--- src/rtl/wave_seq_ctrl.sv ---
// Phase-accumulator sequencer for the waveform ROM: continuous or N-period burst playback,
// with shadowed reconfiguration applied at period wraps. Optional sweep: WAVE_SEQ_SWEEP_EN.
module wave_seq_ctrl #(
  parameter int unsigned ACC_W   = 16,
  parameter int unsigned CNT_W   = 8,
  parameter int unsigned ROM_LAT = 2
) (
  input  logic             clk,
  input  logic             rst,
  input  logic             cfg_valid,
  output logic             cfg_ready,
  input  logic [ACC_W-1:0] cfg_ftw,
  input  logic [1:0]       cfg_sel,
  input  logic [CNT_W-1:0] cfg_cycles,
  input  logic [ACC_W-1:0] cfg_step,
  input  logic             start,
  input  logic             stop,
  output logic             busy,
  output logic             done,
  output logic             rom_en,
  output logic [1:0]       rom_select,
  output logic [7:0]       rom_phase,
  output logic             sample_valid
);

  localparam int unsigned PH_W  = 8;
  localparam int unsigned DRN_W = (ROM_LAT > 1) ? $clog2(ROM_LAT) : 1;

  typedef enum logic [1:0] {
    S_IDLE  = 2'd0,
    S_RUN   = 2'd1,
    S_DRAIN = 2'd2
  } state_e;

  state_e             state_q, state_d;
  logic [ACC_W-1:0]   acc_q, acc_d;
  logic [CNT_W-1:0]   count_q, count_d;
  logic [DRN_W-1:0]   drn_q, drn_d;
  logic               pending_q, pending_d;
  logic [ACC_W-1:0]   sh_ftw_q, sh_ftw_d;
  logic [1:0]         sh_sel_q, sh_sel_d;
  logic [CNT_W-1:0]   sh_cyc_q, sh_cyc_d;
  logic [ACC_W-1:0]   act_ftw_q, act_ftw_d;
  logic [CNT_W-1:0]   act_cyc_q, act_cyc_d;
  logic               cfg_ready_q, cfg_ready_d;
  logic               busy_q, busy_d;
  logic               done_q, done_d;
  logic               rom_en_q, rom_en_d;
  logic [1:0]         rom_sel_q, rom_sel_d;
  logic [ROM_LAT-1:0] sv_q, sv_d;

  logic               cfg_fire_c;
  logic [ACC_W:0]     sum_c;
  logic               wrap_c;
  logic               terminal_c;

`ifdef WAVE_SEQ_SWEEP_EN
  logic [ACC_W-1:0]   sh_step_q, sh_step_d;
  logic [ACC_W-1:0]   act_step_q, act_step_d;
  logic [ACC_W:0]     sweep_c;

  assign sweep_c = {1'b0, act_ftw_q} + {1'b0, act_step_q};
`else
  logic               step_unused_c;

  assign step_unused_c = ^cfg_step;
`endif

  assign cfg_fire_c = cfg_valid & cfg_ready_q;
  assign sum_c      = {1'b0, acc_q} + {1'b0, act_ftw_q};
  assign wrap_c     = sum_c[ACC_W];
  // Last wrap of a burst; continuous mode (cycles == 0) never terminates on its own
  assign terminal_c = wrap_c && (act_cyc_q != '0) &&
                      (((CNT_W+1)'(count_q) + (CNT_W+1)'(1)) == (CNT_W+1)'(act_cyc_q));

  always_comb begin
    state_d   = state_q;
    acc_d     = acc_q;
    count_d   = count_q;
    drn_d     = drn_q;
    pending_d = pending_q;
    sh_ftw_d  = sh_ftw_q;
    sh_sel_d  = sh_sel_q;
    sh_cyc_d  = sh_cyc_q;
    act_ftw_d = act_ftw_q;
    act_cyc_d = act_cyc_q;
    busy_d    = busy_q;
    done_d    = 1'b0;
    rom_en_d  = rom_en_q;
    rom_sel_d = rom_sel_q;
`ifdef WAVE_SEQ_SWEEP_EN
    sh_step_d  = sh_step_q;
    act_step_d = act_step_q;
`endif

    if (cfg_fire_c) begin
      sh_ftw_d = cfg_ftw;
      sh_sel_d = cfg_sel;
      sh_cyc_d = cfg_cycles;
`ifdef WAVE_SEQ_SWEEP_EN
      sh_step_d = cfg_step;
`endif
    end

    case (state_q)
      S_IDLE: begin
        acc_d    = '0;
        rom_en_d = 1'b0;
        busy_d   = 1'b0;
        // A config landing in the same cycle as start is the one launched
        if (start && (sh_ftw_d != '0)) begin
          state_d   = S_RUN;
          act_ftw_d = sh_ftw_d;
          act_cyc_d = sh_cyc_d;
          rom_sel_d = sh_sel_d;
`ifdef WAVE_SEQ_SWEEP_EN
          act_step_d = sh_step_d;
`endif
          count_d   = '0;
          pending_d = 1'b0;
          rom_en_d  = 1'b1;
          busy_d    = 1'b1;
        end
      end

      S_RUN: begin
        acc_d = sum_c[ACC_W-1:0];
        if (cfg_fire_c) begin
          pending_d = 1'b1;
        end
        if (stop || terminal_c) begin
          state_d  = S_DRAIN;
          rom_en_d = 1'b0;
          drn_d    = DRN_W'(ROM_LAT - 1);
          done_d   = (ROM_LAT == 32'd1);
        end else if (wrap_c) begin
          // Period boundary: swap in a pending config so no partial period is emitted
          if (pending_q) begin
            act_ftw_d = sh_ftw_q;
            act_cyc_d = sh_cyc_q;
            rom_sel_d = sh_sel_q;
`ifdef WAVE_SEQ_SWEEP_EN
            act_step_d = sh_step_q;
`endif
            count_d   = '0;
            pending_d = 1'b0;
          end else begin
            count_d = count_q + CNT_W'(1);
`ifdef WAVE_SEQ_SWEEP_EN
            act_ftw_d = sweep_c[ACC_W] ? {ACC_W{1'b1}} : sweep_c[ACC_W-1:0];
`endif
          end
        end
      end

      S_DRAIN: begin
        acc_d    = '0;
        rom_en_d = 1'b0;
        if (drn_q == '0) begin
          state_d = S_IDLE;
          busy_d  = 1'b0;
        end else begin
          drn_d  = drn_q - DRN_W'(1);
          done_d = (drn_q == DRN_W'(1));
        end
      end

      default: begin
        state_d  = S_IDLE;
        acc_d    = '0;
        rom_en_d = 1'b0;
        busy_d   = 1'b0;
      end
    endcase

    cfg_ready_d = ~pending_d;
    sv_d        = ROM_LAT'({sv_q, rom_en_q});
  end

  always_ff @(posedge clk or posedge rst) begin
    if (rst) begin
      state_q     <= S_IDLE;
      acc_q       <= '0;
      count_q     <= '0;
      drn_q       <= '0;
      pending_q   <= 1'b0;
      sh_ftw_q    <= '0;
      sh_sel_q    <= '0;
      sh_cyc_q    <= '0;
      act_ftw_q   <= '0;
      act_cyc_q   <= '0;
      cfg_ready_q <= 1'b1;
      busy_q      <= 1'b0;
      done_q      <= 1'b0;
      rom_en_q    <= 1'b0;
      rom_sel_q   <= '0;
      sv_q        <= '0;
`ifdef WAVE_SEQ_SWEEP_EN
      sh_step_q   <= '0;
      act_step_q  <= '0;
`endif
    end else begin
      state_q     <= state_d;
      acc_q       <= acc_d;
      count_q     <= count_d;
      drn_q       <= drn_d;
      pending_q   <= pending_d;
      sh_ftw_q    <= sh_ftw_d;
      sh_sel_q    <= sh_sel_d;
      sh_cyc_q    <= sh_cyc_d;
      act_ftw_q   <= act_ftw_d;
      act_cyc_q   <= act_cyc_d;
      cfg_ready_q <= cfg_ready_d;
      busy_q      <= busy_d;
      done_q      <= done_d;
      rom_en_q    <= rom_en_d;
      rom_sel_q   <= rom_sel_d;
      sv_q        <= sv_d;
`ifdef WAVE_SEQ_SWEEP_EN
      sh_step_q   <= sh_step_d;
      act_step_q  <= act_step_d;
`endif
    end
  end

  assign cfg_ready    = cfg_ready_q;
  assign busy         = busy_q;
  assign done         = done_q;
  assign rom_en       = rom_en_q;
  assign rom_select   = rom_sel_q;
  assign rom_phase    = acc_q[ACC_W-1 -: PH_W];
  assign sample_valid = sv_q[ROM_LAT-1];

endmodule

--- config.mk ---
export PLATFORM = sky130hd
export DESIGN_NAME = wave_seq_ctrl
export DESIGN_NICKNAME = d
export VERILOG_FILES = /design/src/rtl/wave_seq_ctrl.sv
export SDC_FILE = /design/constraint.sdc
export NUM_CORES = 1
export LEC_CHECK = 0
export CORE_MARGIN = 2
export CORE_UTILIZATION = 50
export CTS_CLUSTER_SIZE = 25
export DETAILED_ROUTE_END_ITERATION = 8
export HOLD_SLACK_MARGIN = 0.06
export PLACE_DENSITY = 0.82
export SLEW_MARGIN = 30
export SYNTH_ARGS = -nofsm -noshare
export SYNTH_HDL_FRONTEND = slang
export SYNTH_SLANG_ARGS = --single-unit
--- constraint.sdc ---
create_clock -name clk -period 5.7 [get_ports clk]
set_clock_uncertainty 0.1 [all_clocks]
set_input_delay 1.71 -clock clk [delete_from_list [all_inputs] [get_ports clk]]
set_output_delay 1.71 -clock clk [all_outputs]
set_load 0.005 [all_outputs]
[After elaboration in Yosys (flattened, before gate mapping)]
Index checks and enable logic that the tools add are counted.
Operators by class
  add/sub/neg operators: 4
  equality and inequality tests: 9
  muxes and demuxes: 44
  bitwise logic cells: 3
  reductions and logical operators: 14
Operator list (count)
  two-way mux 16 bit: 6
  two-way mux 8 bit: 9
  one-hot mux 16 bit (2 select lines): 1
  one-hot mux 8 bit (2 select lines): 2
  adder 16 x 16 -> 17 bit: 1
  two-way mux 2 bit: 8
  nonzero test 16 bit: 1
  two-way mux 1 bit: 12
  != test 2 bit (second input constant): 6
  adder 8 x 1 -> 9 bit (second input constant): 1
  == test 9 x 8 -> 1 bit: 1
  adder 8 x 1 -> 8 bit (second input constant): 1
  nonzero test 8 bit: 1
  one-hot mux 1 bit (2 select lines): 3
  one-hot mux 2 bit (3 select lines): 1
  AND reduction 5 bit: 1
  one-hot mux 2 bit (2 select lines): 1
  AND reduction 2 bit: 2
  AND reduction 4 bit: 1
  nonzero test 2 bit: 2
  logical AND 1 bit: 3
  one-hot mux 1 bit (3 select lines): 1
  AND reduction 3 bit: 1
  == test 2 x 1 -> 1 bit (second input constant): 1
  6 further kinds: 7
Word-level totals
  register bits after elaboration: 86
  input bits: 47
  output and inout port bits: 15
  word-level logic and storage cells: 90

[Longest topological paths before layout]
  word-level depth: 7
  depth in mapped cells: 12
  depth with buffers taken out: 10

[Worst setup path before layout]
No wires, ideal clock.
  kind: input to register
  start point: in cfg_ftw[8]
  end point: reg act_cyc_q[0]
  setup time: 123 ps
  arrival: 3881 ps
  data required time: 5477 ps
  path slack: 1596 ps
  cell stages on the path: 9
  path buffers: 2
  cells stage by stage: or4_1 > or4_1 > o21ai_1 > a311o_1 > buf_2 > nand2b_1 > o31ai_4 > buf_2 > o221a_1
Between the ends
  word-level cells in the longest chain between the ends: 5
RTL lines
  start, declared: line 12  | input logic [ACC_W-1:0] cfg_ftw,
  two-way mux 16 bit: line 96  | if (cfg_fire_c) begin
  nonzero test 16 bit: line 111  | if (start && (sh_ftw_d != '0)) begin
  logical AND 1 bit: line 111
  != test 2 bit (no source line)
  AND reduction 5 bit (no source line)
  end signal, assigned: line 212  | act_cyc_q <= act_cyc_d;
  end, declared: line 44  | logic [CNT_W-1:0] act_cyc_q, act_cyc_d;
Every way passes these cells.
A chain may end at the register's enable or synchronous reset.

[Final worst setup path]
  start point: in cfg_ftw[8]
  end point: reg act_ftw_q[9]
Between the ends
  word-level cells in the longest chain between the ends: 5
RTL lines
  two-way mux 16 bit: line 96
  nonzero test 16 bit: line 111
  logical AND 1 bit: line 111
  != test 2 bit (no source line)
  AND reduction 5 bit (no source line)
  end signal, assigned: line 211  | act_ftw_q <= act_ftw_d;
  end, declared: line 43  | logic [ACC_W-1:0] act_ftw_q, act_ftw_d;
Every way passes these cells.

==> impl_results.md <==
- Cell count after synthesis: 409
- Register area share after synthesis: 0.476
- Maxcap violations: 0
- First drt pass iteration count: 4
- Vias in the first global route: 3355
- Slew Limit Headroom: 0.368
- Outcome: finished clean
- CTS tree: done
- Most frequent cells in the layout: dfrtp_1, clkdlybuf4s50_1, nor2_1
- Total leakage power: 2.14 nW
- Crit path max fanout: 26
- PD cells: approximately 570 nW/um^2
- Max Freq: about 0.21 GHz
- Antenna diode count: 0
- Critical Path Source: cfg_ftw[8]
- Distinct cells, synth: 58
- Final hold viol count: 0
- Layout Utilization: 0.594
- Comb power frac: 0.504
- Grt ovf: 0
- CTS Hold Bufs: 0
- GRT Util Overall: 0.208
- Yosys warnings: 0
- CTS clk-pin slew, worst paths: 0.09 ns
- CTS sink count: 86
- Most used DFF post-synth: dfrtp_1
- Nets: ~510
- Crit Path Class: input pin to flip-flop
- Root Driver: clkbuf_8
- Sw Pwr: about 0.0012 W
- Initial antenna violation count: 0
- DR vias/cell: 6.08
- Drt drc: 0
- Power, Total: 0.00296 W
- Reg-to-Reg Start: act_ftw_q[0]
- Row count: 34
- First-pass GRT wire length: between 15000 and 20000 um
- Worst VDD drop: 0.227 mV
- First-iteration detailed-routing DRC count: 192
- Slowest cell delay on critical path: 0.77 ns
- RSZ-0062 raised after global routing: false
- ANT nets after route: 0
- Slowest cell on crit path: or4_1
- Die H: 99.2 um
- Post-CTS Setup Bufs: 0
- Share of cells above drive strength 1: 0.135
- Most common cell after layout, fill and taps aside: dfrtp_1
- Worst-path cell chain: clkdlybuf4s50_1 -> or4_1 -> or4_1 -> o21ai_1 -> a311o_1 -> a211o_1 -> or4_1 -> o221a_2
- Worst Setup Start Kind: input pin
- Hpwl dp: 6830 um
- Initial Utilization: 0.517
- CTS Buffer Depth: 2
- Design area: ~5200 um^2
- Area Overhead vs Synth: 14.9%
- Asr flop ratio synth: 1.00
- Worst hold path startpoint: sv_q[0]
- Clock Latency Late Sink: 0.37 ns
- Top Ports: 62
- CP Data Arrival Time: 4.92 ns
- Pins Over Slew Limit: 0
- CP bufs+invs: 1
- Setup TNS: 0 ns
- Hold Crit Class: flip-flop to flip-flop
- Largest net degree at the start of global routing: 55
- Sw frac: 0.399
- Synth Net Count: 474
- H-tree lvl count: 3
- Final Setup Violations: 0
- Cts bufs inserted: 9
- Post-synth EDFFs: 0
- WL per Instance: 17.4 um
- CTS resizes: 0
- Die width: 99.2 um
- DP Area: 5010 um^2
- GPL Wtd Cong: just under 0.9
- Die area: 9830 um^2
- # port buffers: 45
- Pint: roughly 0.0018 W
- Minimum clock period: 4.71 ns
- Sequential share of power: 0.352
- Crit path max-delay family: simple AND/OR/NAND/NOR gates
- Slew at the pin closest to its max-slew limit: 0.947 ns
- Area of the core: 8760 um^2
- Area of the mapped netlist: 4530 um^2
- Endpoint class of the critical path: flip-flop
- Final period utilization: 0.826
- FF+latch count, synth: 86
- Most used cell, CP: or4_1
- Clock power share: 0.144
- Final wirelength: 9750 um
- Syn_area_per_cell: 11.1 um^2
- CP required: 5.91 ns
- Vias: 3404
Yosys cell counts, types with 3 or more instances:
| master | n | area, um^2 |
|---|---|---|
| dfrtp_1 | 85 | 2130 |
| nor2_1 | 31 | 116 |
| or3_1 | 27 | 169 |
| mux2_2 | 26 | 293 |
| o221a_1 | 20 | 225 |
| ha_1 | 17 | 213 |
| inv_1 | 16 | 60.1 |
| nand3_1 | 16 | 80.1 |
| nand2_1 | 14 | 52.6 |
| o21ai_0 | 12 | 60.1 |
| xnor2_1 | 12 | 105 |
| clkbuf_1 | 10 | 37.5 |
| xor2_1 | 10 | 87.6 |
| buf_4 | 8 | 60.1 |
| or4_1 | 8 | 60.1 |
| a21oi_1 | 7 | 35.0 |
| o211ai_1 | 6 | 45.0 |
| o221a_2 | 6 | 67.6 |
| a31oi_1 | 5 | 31.3 |
| nand2b_1 | 5 | 31.3 |
| nor4_1 | 5 | 31.3 |
| and3_1 | 4 | 25.0 |
| nor3_1 | 4 | 20.0 |
| a21o_1 | 3 | 22.5 |
| a311o_1 | 3 | 30.0 |
| and2_1 | 3 | 18.8 |
| buf_2 | 3 | 15.0 |
| nand4_1 | 3 | 18.8 |
| o21a_1 | 3 | 22.5 |
flip-flops by register name (all words and copies together), names as in the netlist, 8 cells and up, named ones only:
register,cells
count_q,8
act_ftw_q,16
act_cyc_q,8
sh_ftw_q,16
acc_q,16
sh_cyc_q,8
cells by family after synthesis:
logic type / share of synthesized area
AO/OA/AOI/OAI: 0.170
XOR/XNOR: 0.0426
adder cells (fa/ha/maj): 0.0514
buffers and inverters: 0.0481
flip-flops: 0.476
multiplexers: 0.0647
AND/OR/NAND/NOR: 0.148
worst paths after layout:
path / end / slack, ns / depth (start not counted)
min in group asynchronous: sh_ftw_q[1] / 1.69 / 2
worst min register to register: sv_q[1] / 0.25 / 0
worst min-delay path: sv_q[1] / 0.25 / 0
max in group asynchronous: count_q[2] / 2.94 / 3
worst max-delay path: act_ftw_q[9] / 0.99 / 8
worst max register to register: act_ftw_q[9] / 2.06 / 10
worst register-to-register path, cell delays in order (launching register included):
cell and delay [ns]:
dfrtp_1 0.39, ha_1 0.20, inv_1 0.06, fa_1 0.37, nor2b_1 0.19, o31a_1 0.22, o22ai_1 0.16, o2111ai_1 0.32
a221oi_2 0.16, or4_1 0.95, o221a_2 0.43
layer usage:
layer / up-vias / GRT usage / share of wire
met2: 100 / 0.332 / 0.46
met3: 19 / 0.0253 / 0.046
met5: - / 0 / 0
li1: 1614 / - / -
met4: 0 / 0.104 / 0.025
met1: 1671 / 0.284 / 0.47
per-stage QoR:
step | hold slack (ns) | std cells | setup slack, ns
2_1_floorplan | 0.231 | 409 | 1.60
3_3_place_gp | 0.234 | 544 | 0.654
3_5_place_dp | 0.236 | 544 | 0.596
4_1_cts | 0.256 | 560 | 1.00
5_1_grt | 0.273 | 560 | 0.779
6_report | 0.254 | 560 | 0.993
power groups by stage:
| stage | combinational (W) | clock [W] | sequential (W) |
|---|---|---|---|
| final | 0.00149 | 0.000427 | 0.00104 |
| after global routing | 0.00167 | 0.000457 | 0.00107 |
| after CTS | 0.00149 | 0.000432 | 0.00104 |
| after detailed placement | 0.00148 | 0 | 0.00105 |
| after global placement | 0.00143 | 0 | 0.00104 |
| after floorplan | 0.00118 | 0 | 0.000981 |
final cells by class:
type	count	area (um^2)
clock buffer	11	131
sequential	86	2150
tap	108	135
timing repair buffer	52	503
fill	712	3560
clock inverter	5	58.8
multi-input combinational	282	2160
inverter	16	62.6
(Power assumes the default switching activity.)
